`config.mk`:
```
export PLATFORM = sky130hd
export DESIGN_NAME = muldiv_unit_flat
export DESIGN_NICKNAME = d
export VERILOG_FILES = /design/src/rtl/muldiv_unit_pkg.sv /design/src/rtl/muldiv_unit_if.sv /design/src/rtl/muldiv_negate.sv /design/src/rtl/muldiv_unit.sv /design/src/flat_wrapper.sv
export SDC_FILE = /design/constraint.sdc
export NUM_CORES = 1
export LEC_CHECK = 0
export ABC_AREA = 1
export BUFFER_PORTS_ARGS = -buffer_cell sky130_fd_sc_hd__buf_2
export CORE_ASPECT_RATIO = 0.6
export CORE_UTILIZATION = 40
export DETAILED_ROUTE_END_ITERATION = 8
export GPL_TIMING_DRIVEN = 0
export SETUP_SLACK_MARGIN = 0.05
export SLEW_MARGIN = 40
export SYNTH_ARGS = -nofsm -noshare
export SYNTH_HDL_FRONTEND = slang
export SYNTH_SLANG_ARGS = --single-unit
```
`constraint.sdc`:
```
create_clock -name CLK -period 4.5 [get_ports CLK]
set_clock_uncertainty 0.2 [all_clocks]
set_input_delay 0.45 -clock CLK [delete_from_list [all_inputs] [get_ports CLK]]
set_output_delay 0.45 -clock CLK [all_outputs]
set_load 0.01 [all_outputs]
```
`src/rtl/muldiv_unit_pkg.sv`:
```
// muldiv_unit shared definitions: op encodings,
// FSM states and default widths.
package muldiv_unit_pkg;

   localparam int DATA_W_DEF = 16;
   localparam int TAG_W_DEF  = 3;

   typedef enum logic [1:0] {
      OP_MUL  = 2'b00,
      OP_MULH = 2'b01,
      OP_DIV  = 2'b10,
      OP_REM  = 2'b11
   } op_e;

   typedef enum logic [1:0] {
      S_IDLE = 2'b00,
      S_CALC = 2'b01,
      S_FIX  = 2'b10
   } state_e;

endpackage

```
`src/rtl/muldiv_unit_if.sv`:
```
// Request/response bundle between the EX stage
// and the iterative multiply/divide unit.
interface muldiv_unit_if
   import muldiv_unit_pkg::*;
#(
   parameter int DATA_W = DATA_W_DEF,
   parameter int TAG_W  = TAG_W_DEF
) ();

   logic              START;
   logic              FLUSH;
   logic [1:0]        OP;
   logic              SIGNED;
   logic [DATA_W-1:0] SRC_A;
   logic [DATA_W-1:0] SRC_B;
   logic [TAG_W-1:0]  TAG_IN;
   logic              BUSY;
   logic              STALL;
   logic              DONE;
   logic [DATA_W-1:0] RESULT;
   logic [TAG_W-1:0]  TAG_OUT;
   logic              DIV0;

   modport master (
      output START, FLUSH, OP, SIGNED,
      output SRC_A, SRC_B, TAG_IN,
      input  BUSY, STALL, DONE,
      input  RESULT, TAG_OUT, DIV0
   );

   modport slave (
      input  START, FLUSH, OP, SIGNED,
      input  SRC_A, SRC_B, TAG_IN,
      output BUSY, STALL, DONE,
      output RESULT, TAG_OUT, DIV0
   );

endinterface

```
`src/rtl/muldiv_negate.sv`:
```
// Conditional two's-complement negate, used for
// operand magnitudes and result sign correction.
module muldiv_negate #(
   parameter int W = 16
) (
   input  logic [W-1:0] i_val,
   input  logic         i_neg,
   output logic [W-1:0] o_val
);

   assign o_val = i_neg ? (~i_val + W'(1)) : i_val;

endmodule

```
`src/rtl/muldiv_unit.sv`:
```
// Iterative radix-2 multiply/divide unit: shift-add
// multiply, restoring divide, sign fix in a last cycle.
module muldiv_unit
   import muldiv_unit_pkg::*;
#(
   parameter int DATA_W = DATA_W_DEF,
   parameter int TAG_W  = TAG_W_DEF
) (
   input logic         CLK,
   input logic         RST_N,
   muldiv_unit_if.slave bus
);

   localparam int W     = DATA_W;
   localparam int CNT_W = $clog2(DATA_W) + 1;

   state_e             r_state;
   op_e                r_op;
   logic               r_busy;
   logic               r_done;
   logic               r_div0;
   logic               r_div0_pend;
   logic               r_sign_q;
   logic               r_sign_r;
   logic [W-1:0]       r_result;
   logic [W-1:0]       r_opnd;
   logic [W-1:0]       r_rem;
   logic [2*W-1:0]     r_acc;
   logic [TAG_W-1:0]   r_tag;
   logic [TAG_W-1:0]   r_tag_out;
   logic [CNT_W-1:0]   r_cnt;

   logic               w_accept;
   logic               w_sa;
   logic               w_sb;
   logic [W-1:0]       w_mag_a;
   logic [W-1:0]       w_mag_b;
   logic [W:0]         w_msum;
   logic [W:0]         w_dsh;
   logic [W:0]         w_ddif;
   logic               w_dok;
   logic [2*W-1:0]     w_prod;
   logic [W-1:0]       w_quo;
   logic [W-1:0]       w_rem;
   logic [W-1:0]       w_res;

   assign w_accept = bus.START & ~bus.FLUSH;
   assign w_sa = bus.SIGNED & bus.SRC_A[W-1];
   assign w_sb = bus.SIGNED & bus.SRC_B[W-1];

   muldiv_negate #(.W(W)) u_neg_a (
      .i_val(bus.SRC_A), .i_neg(w_sa), .o_val(w_mag_a)
   );
   muldiv_negate #(.W(W)) u_neg_b (
      .i_val(bus.SRC_B), .i_neg(w_sb), .o_val(w_mag_b)
   );
   muldiv_negate #(.W(2*W)) u_neg_p (
      .i_val(r_acc), .i_neg(r_sign_q), .o_val(w_prod)
   );
   muldiv_negate #(.W(W)) u_neg_q (
      .i_val(r_acc[W-1:0]), .i_neg(r_sign_q), .o_val(w_quo)
   );
   muldiv_negate #(.W(W)) u_neg_r (
      .i_val(r_rem), .i_neg(r_sign_r), .o_val(w_rem)
   );

   // Multiply: r_acc = {partial product, multiplier}
   assign w_msum = {1'b0, r_acc[2*W-1:W]}
                 + (r_acc[0] ? {1'b0, r_opnd} : '0);
   // Divide: r_acc[W-1:0] shifts dividend out, quotient in
   assign w_dsh  = {r_rem, r_acc[W-1]};
   assign w_ddif = w_dsh - {1'b0, r_opnd};
   assign w_dok  = ~w_ddif[W];

   always_comb begin
      w_res = w_prod[W-1:0];
      unique case (r_op)
         OP_MUL:  w_res = w_prod[W-1:0];
         OP_MULH: w_res = w_prod[2*W-1:W];
         OP_DIV:  w_res = r_div0_pend ? '1 : w_quo;
         OP_REM:  w_res = w_rem;
      endcase
   end

   always_ff @(posedge CLK or negedge RST_N) begin
      if (!RST_N) begin
         r_state     <= S_IDLE;
         r_op        <= OP_MUL;
         r_busy      <= 1'b0;
         r_done      <= 1'b0;
         r_div0      <= 1'b0;
         r_div0_pend <= 1'b0;
         r_sign_q    <= 1'b0;
         r_sign_r    <= 1'b0;
         r_result    <= '0;
         r_opnd      <= '0;
         r_rem       <= '0;
         r_acc       <= '0;
         r_tag       <= '0;
         r_tag_out   <= '0;
         r_cnt       <= '0;
      end else begin
         r_done <= 1'b0;
         unique case (r_state)
            S_IDLE: begin
               if (w_accept) begin
                  r_state     <= S_CALC;
                  r_busy      <= 1'b1;
                  r_op        <= op_e'(bus.OP);
                  r_tag       <= bus.TAG_IN;
                  r_cnt       <= CNT_W'(W);
                  r_rem       <= '0;
                  r_sign_q    <= w_sa ^ w_sb;
                  r_sign_r    <= w_sa;
                  r_div0_pend <= bus.OP[1]
                               & (bus.SRC_B == '0);
                  if (bus.OP[1]) begin
                     r_acc  <= {{W{1'b0}}, w_mag_a};
                     r_opnd <= w_mag_b;
                  end else begin
                     r_acc  <= {{W{1'b0}}, w_mag_b};
                     r_opnd <= w_mag_a;
                  end
               end
            end
            S_CALC: begin
               if (bus.FLUSH) begin
                  r_state <= S_IDLE;
                  r_busy  <= 1'b0;
               end else begin
                  if (r_op[1]) begin
                     r_rem <= w_dok ? w_ddif[W-1:0]
                                    : w_dsh[W-1:0];
                     r_acc[W-1:0] <= {r_acc[W-2:0], w_dok};
                  end else begin
                     r_acc <= {w_msum, r_acc[W-1:1]};
                  end
                  r_cnt <= r_cnt - CNT_W'(1);
                  if (r_cnt == CNT_W'(1))
                     r_state <= S_FIX;
               end
            end
            S_FIX: begin
               r_state <= S_IDLE;
               r_busy  <= 1'b0;
               if (!bus.FLUSH) begin
                  r_result  <= w_res;
                  r_tag_out <= r_tag;
                  r_div0    <= r_div0_pend;
                  r_done    <= 1'b1;
               end
            end
            default: begin
               r_state <= S_IDLE;
               r_busy  <= 1'b0;
            end
         endcase
      end
   end

   assign bus.BUSY    = r_busy;
   assign bus.STALL   = ((r_state == S_IDLE) & w_accept)
                      | r_busy;
   assign bus.DONE    = r_done;
   assign bus.RESULT  = r_result;
   assign bus.TAG_OUT = r_tag_out;
   assign bus.DIV0    = r_div0;

endmodule
```
`src/flat_wrapper.sv`:
```
// flat-port wrapper written by rule: the top's interface ports become plain ports
module muldiv_unit_flat import muldiv_unit_pkg::*;
#(
   parameter int DATA_W = DATA_W_DEF,
   parameter int TAG_W  = TAG_W_DEF
)
  (CLK, RST_N, bus_START, bus_FLUSH, bus_OP, bus_SIGNED, bus_SRC_A, bus_SRC_B, bus_TAG_IN, bus_BUSY, bus_STALL, bus_DONE, bus_RESULT, bus_TAG_OUT, bus_DIV0);
  muldiv_unit_if #(.DATA_W(DATA_W), .TAG_W(TAG_W)) bus_i ();
  input logic CLK;
  input logic RST_N;
  input wire logic [$bits(bus_i.START)-1:0] bus_START;
  input wire logic [$bits(bus_i.FLUSH)-1:0] bus_FLUSH;
  input wire logic [$bits(bus_i.OP)-1:0] bus_OP;
  input wire logic [$bits(bus_i.SIGNED)-1:0] bus_SIGNED;
  input wire logic [$bits(bus_i.SRC_A)-1:0] bus_SRC_A;
  input wire logic [$bits(bus_i.SRC_B)-1:0] bus_SRC_B;
  input wire logic [$bits(bus_i.TAG_IN)-1:0] bus_TAG_IN;
  output wire logic [$bits(bus_i.BUSY)-1:0] bus_BUSY;
  output wire logic [$bits(bus_i.STALL)-1:0] bus_STALL;
  output wire logic [$bits(bus_i.DONE)-1:0] bus_DONE;
  output wire logic [$bits(bus_i.RESULT)-1:0] bus_RESULT;
  output wire logic [$bits(bus_i.TAG_OUT)-1:0] bus_TAG_OUT;
  output wire logic [$bits(bus_i.DIV0)-1:0] bus_DIV0;
  assign bus_i.START = bus_START;
  assign bus_i.FLUSH = bus_FLUSH;
  assign bus_i.OP = bus_OP;
  assign bus_i.SIGNED = bus_SIGNED;
  assign bus_i.SRC_A = bus_SRC_A;
  assign bus_i.SRC_B = bus_SRC_B;
  assign bus_i.TAG_IN = bus_TAG_IN;
  assign bus_BUSY = bus_i.BUSY;
  assign bus_STALL = bus_i.STALL;
  assign bus_DONE = bus_i.DONE;
  assign bus_RESULT = bus_i.RESULT;
  assign bus_TAG_OUT = bus_i.TAG_OUT;
  assign bus_DIV0 = bus_i.DIV0;
  muldiv_unit #(.DATA_W(DATA_W), .TAG_W(TAG_W)) u_core (.CLK(CLK), .RST_N(RST_N), .bus(bus_i));
endmodule
```
==> impl_metrics.py <==
metrics = {
    "yosys": {
        "syn-instance-count": 1482,
        "ys_seq_elements": 101,
        "synth.distinct_cells": 45,
        "syn_nets": 1564,
        "synth_edf_count": 0,
        "netlist_area_um2": 9120,
        "synth_area_per_cell_um2": 6.16,
        "synthArstFlopShare": 1.00,
        "ys_seq_area_frac": 0.277,
        "synthFlopType": "dfrtp_1",
        "synth_warnings": 0,
    },
    "sta": {
        "min_period_ns": 2.98,
        "fmax_mhz": 336,
        "tightest_slew_ns": 0.698,
        "slew_headroom": 0.535,
        "rsz0062_at_grt": "no",
        "setup_tns_ns": 0,
        "setup_viol": 0,
        "min_period_over_period": 0.662,
        "hold_viol": 0,
        "slew_violations": 0,
    },
    "clock_tree": {
        "ctsResizeCount": 0,
        "clockRootBuffer": "clkbuf_16",
        "clkSinkCount": 101,
        "hold_buffers": 1,
        "cts_tree": "yes",
        "clockBufferDepth": 2,
        "htreeDepth": 3,
        "clkLatencyLatePin_ns": 0.36,
        "clk_pin_slew_ns": 0.08,
        "cts_buffers": 9,
        "post_cts_buffers": 0,
    },
    "worst_setup_path": {
        "cp-startpoint": "u_core.r_acc[15]$_DFFE_PN0P_",
        "max_stage_delay_ns": 0.51,
        "path_common_cell": "nand2_2",
        "path_class": "reg -> reg",
        "end_kind": "register",
        "r2r-start": "u_core.r_acc[15]$_DFFE_PN0P_",
        "crit_fanout": 10,
        "cp_cell_sequence": "inv_1, ha_1, fa_1, inv_1, nand3_1, nand2_2, nand2_1, nand2_2, nand2_2, nand2_2, nand2_1, nand2_2, buf_6, nand2_1, nand3_1, nand2_1",
        "cp_slowest_cell": "dfrtp_1",
        "crit_required_ns": 4.56,
        "start_kind": "register",
        "arrival_ns": 3.04,
    },
    "placed_design": {
        "gp_congestion": 0.952,
        "dp.cells": 1855,
        "hpwl_mm": 27.1,
        "io_buffers": 64,
    },
    "pwr": {
        "p_switching_uw": 2160,
        "p_int_uw": 2310,
        "pwr-share-clk": 0.192,
        "pwr_density_cell_nw_per_um2": 439,
        "power_frac_seq": 0.311,
        "p_comb_frac": 0.497,
        "p_leak_uw": 0.00564,
        "p_sw_frac": 0.483,
        "ir_drop_uv": 291,
        "p_total_uw": 4480,
    },
    "layout": {
        "synthToLayoutAreaGrowth_pct": 11.7,
        "regArea_um2": 2530,
        "multi_input_area_um2": 5630,
        "final_util": 0.459,
        "fin_nets": 1641,
        "drive_gt1_frac": 0.0895,
        "fill_cells": 2408,
        "antenna_cells": 0,
        "fin_cells": 1872,
    },
    "die": {
        "pin_count": 65,
        "die_area_um2": 23400,
        "core_um2": 22200,
        "die_w_um": 197,
        "fp.dieH_um": 119,
        "rows": 42,
        "start_util": 0.410,
    },
    "global_route": {
        "grt_pass1_wl_mm": 51.5,
        "overflow": 0,
        "antenna_found_initial": 0,
        "grt_pass1_vias": 8915,
        "grt_max_degree": 69,
        "grtUsageTotal": 0.290,
    },
    "run_status": {
        "outcome": "complete, no violations",
    },
    "drt": {
        "vias_per_cell": 5.33,
        "drc": 0,
        "wl_per_cell_um": 17.6,
        "drt_first_pass_iters": 7,
        "ant_nets": 0,
        "vias": 9976,
        "drt-initial-drc-count": 1057,
        "routed_wl_mm": 33.0,
    },
    "worst_hold_path": {
        "worstHoldStart": "bus_TAG_IN[1]",
        "hold_class": "in -> reg",
    },
    "flow_run": {
        "max_cap_violations": 0,
    },
}
==> synthesized netlist by cell type, types with 2 or more instances <==
library cell	count	area [um2]
nand3_1	169	846
clkbuf_1	14	52.6
nand3_2	2	20.0
a221oi_1	15	131
a22oi_1	13	97.6
o21ai_1	4	20.0
o21ai_0	83	415
nand2_1	487	1830
o21a_1	2	15.0
buf_4	2	15.0
buf_2	15	75.1
o221ai_1	4	35.0
nor2_4	3	33.8
inv_2	10	37.5
or2_2	4	25.0
nor2_2	7	43.8
xnor2_1	9	78.8
nand4_1	14	87.6
nand2_4	3	33.8
inv_1	193	724
a21o_1	2	15.0
ha_1	38	475
nand3b_1	14	105
nor3_1	6	30.0
buf_6	3	33.8
o211ai_1	12	90.1
fa_1	2	40.0
dfrtp_1	101	2530
a211oi_1	2	15.0
nor2_1	135	507
xor2_1	13	114
nand2_2	8	50.1
o22ai_1	8	50.1
buf_1	2	7.51
a21oi_1	73	365
==> worst max-delay path, delay by kind of cell, from the launching register on <==
family                     cells  cell delay, ns
and+or+nand+nor               11            0.99
adders and majority gates      2            0.67
DFF                            1            0.51
buffers and inverters          3            0.48
==> stage by stage <==
stage | area (um2) | hold WS, ns | setup WS, ns
after floorplan | 9120 | -0.0456 | 2.15
after global placement | 9830 | 0.260 | 1.51
after detailed placement | 9870 | 0.145 | 1.57
after CTS | 10200 | 0.0767 | 1.54
after global routing | 10200 | 0.0932 | 1.32
final | 10200 | 0.0874 | 1.52
==> per-layer routing <==
metal / routed length (um) / global-route usage / vias to the layer above / share of wire
li1: - / - / 4976 / -
met2: 12100 / 0.369 / 416 / 0.37
met5: 0 / 0 / - / 0
met1: 16600 / 0.450 / 4566 / 0.50
met3: 3850 / 0.113 / 18 / 0.12
met4: 413 / 0.0514 / 0 / 0.013
==> final cells by class <==
class	instances	share of cell area
multi-input combinational	1140	0.552
sequential	101	0.248
inverter	204	0.0751
tap	308	0.0378
timing repair buffer	66	0.0361
clock buffer	10	0.0234
buffer	37	0.0200
clock inverter	6	0.00761
==> sequential cells by signal, summed over array words and instances, names as in the netlist, 2 cells and up <==
signal / flops
u_core.bus.TAG_OUT: 3
u_core.r_acc: 32
u_core.r_tag: 3
u_core.r_rem: 16
u_core.r_cnt: 5
u_core.r_op: 2
u_core.bus.RESULT: 16
u_core.r_state: 2
u_core.r_opnd: 16
==> path summary, 6_finish.rpt <==
| check | slack (ns) | depth (start not counted) | to |
|---|---|---|---|
| worst min register to register | 0.27 | 2 | u_core.bus.TAG_OUT[2]$_DFFE_PN0P_ |
| worst min-delay path | 0.09 | 3 | u_core.r_tag[1]$_DFFE_PN0P_ |
| worst max register to register | 1.52 | 16 | u_core.r_rem[5]$_DFFE_PN0P_ |
| worst max-delay path | 1.52 | 16 | u_core.r_rem[5]$_DFFE_PN0P_ |
| max in group asynchronous | 3.11 | 3 | u_core.bus.RESULT[4]$_DFFE_PN0P_ |
| min in group asynchronous | 0.34 | 2 | u_core.r_rem[15]$_DFFE_PN0P_ |
==> kinds of logic (layout without fill, tap and decap cells) <==
group,Yosys count,in the layout,synth area share
fa+ha+maj,40,40,0.0565
simple gates,854,854,0.397
flops,101,101,0.277
compound gates,224,224,0.142
buf+inv,241,323,0.106
xor+xnor,22,22,0.0211
==> power by group through the flow <==
stage / registers, uW / clock network [uW] / logic, uW
floorplan: 1320 / 0 / 1510
global placement: 1390 / 0 / 2150
detailed placement: 1390 / 0 / 2170
CTS: 1380 / 880 / 2180
global route: 1420 / 912 / 2490
finish: 1390 / 860 / 2230
==> layout by cell type, fill, tap and decap left out, types with 4 or more instances in the layout <==
master	n
nand2_1	487
inv_1	193
nand3_1	169
nor2_1	135
dfrtp_1	101
o21ai_0	83
buf_2	78
a21oi_1	73
ha_1	38
a221oi_1	15
clkbuf_1	14
nand3b_1	14
nand4_1	14
xor2_1	13
a22oi_1	13
o211ai_1	12
inv_2	10
xnor2_1	9
clkbuf_16	9
nand2_2	8
o22ai_1	8
nor2_2	7
nor3_1	6
or2_2	4
o221ai_1	4
o21ai_1	4
No activity file was read; power rests on OpenSTA's default activity.
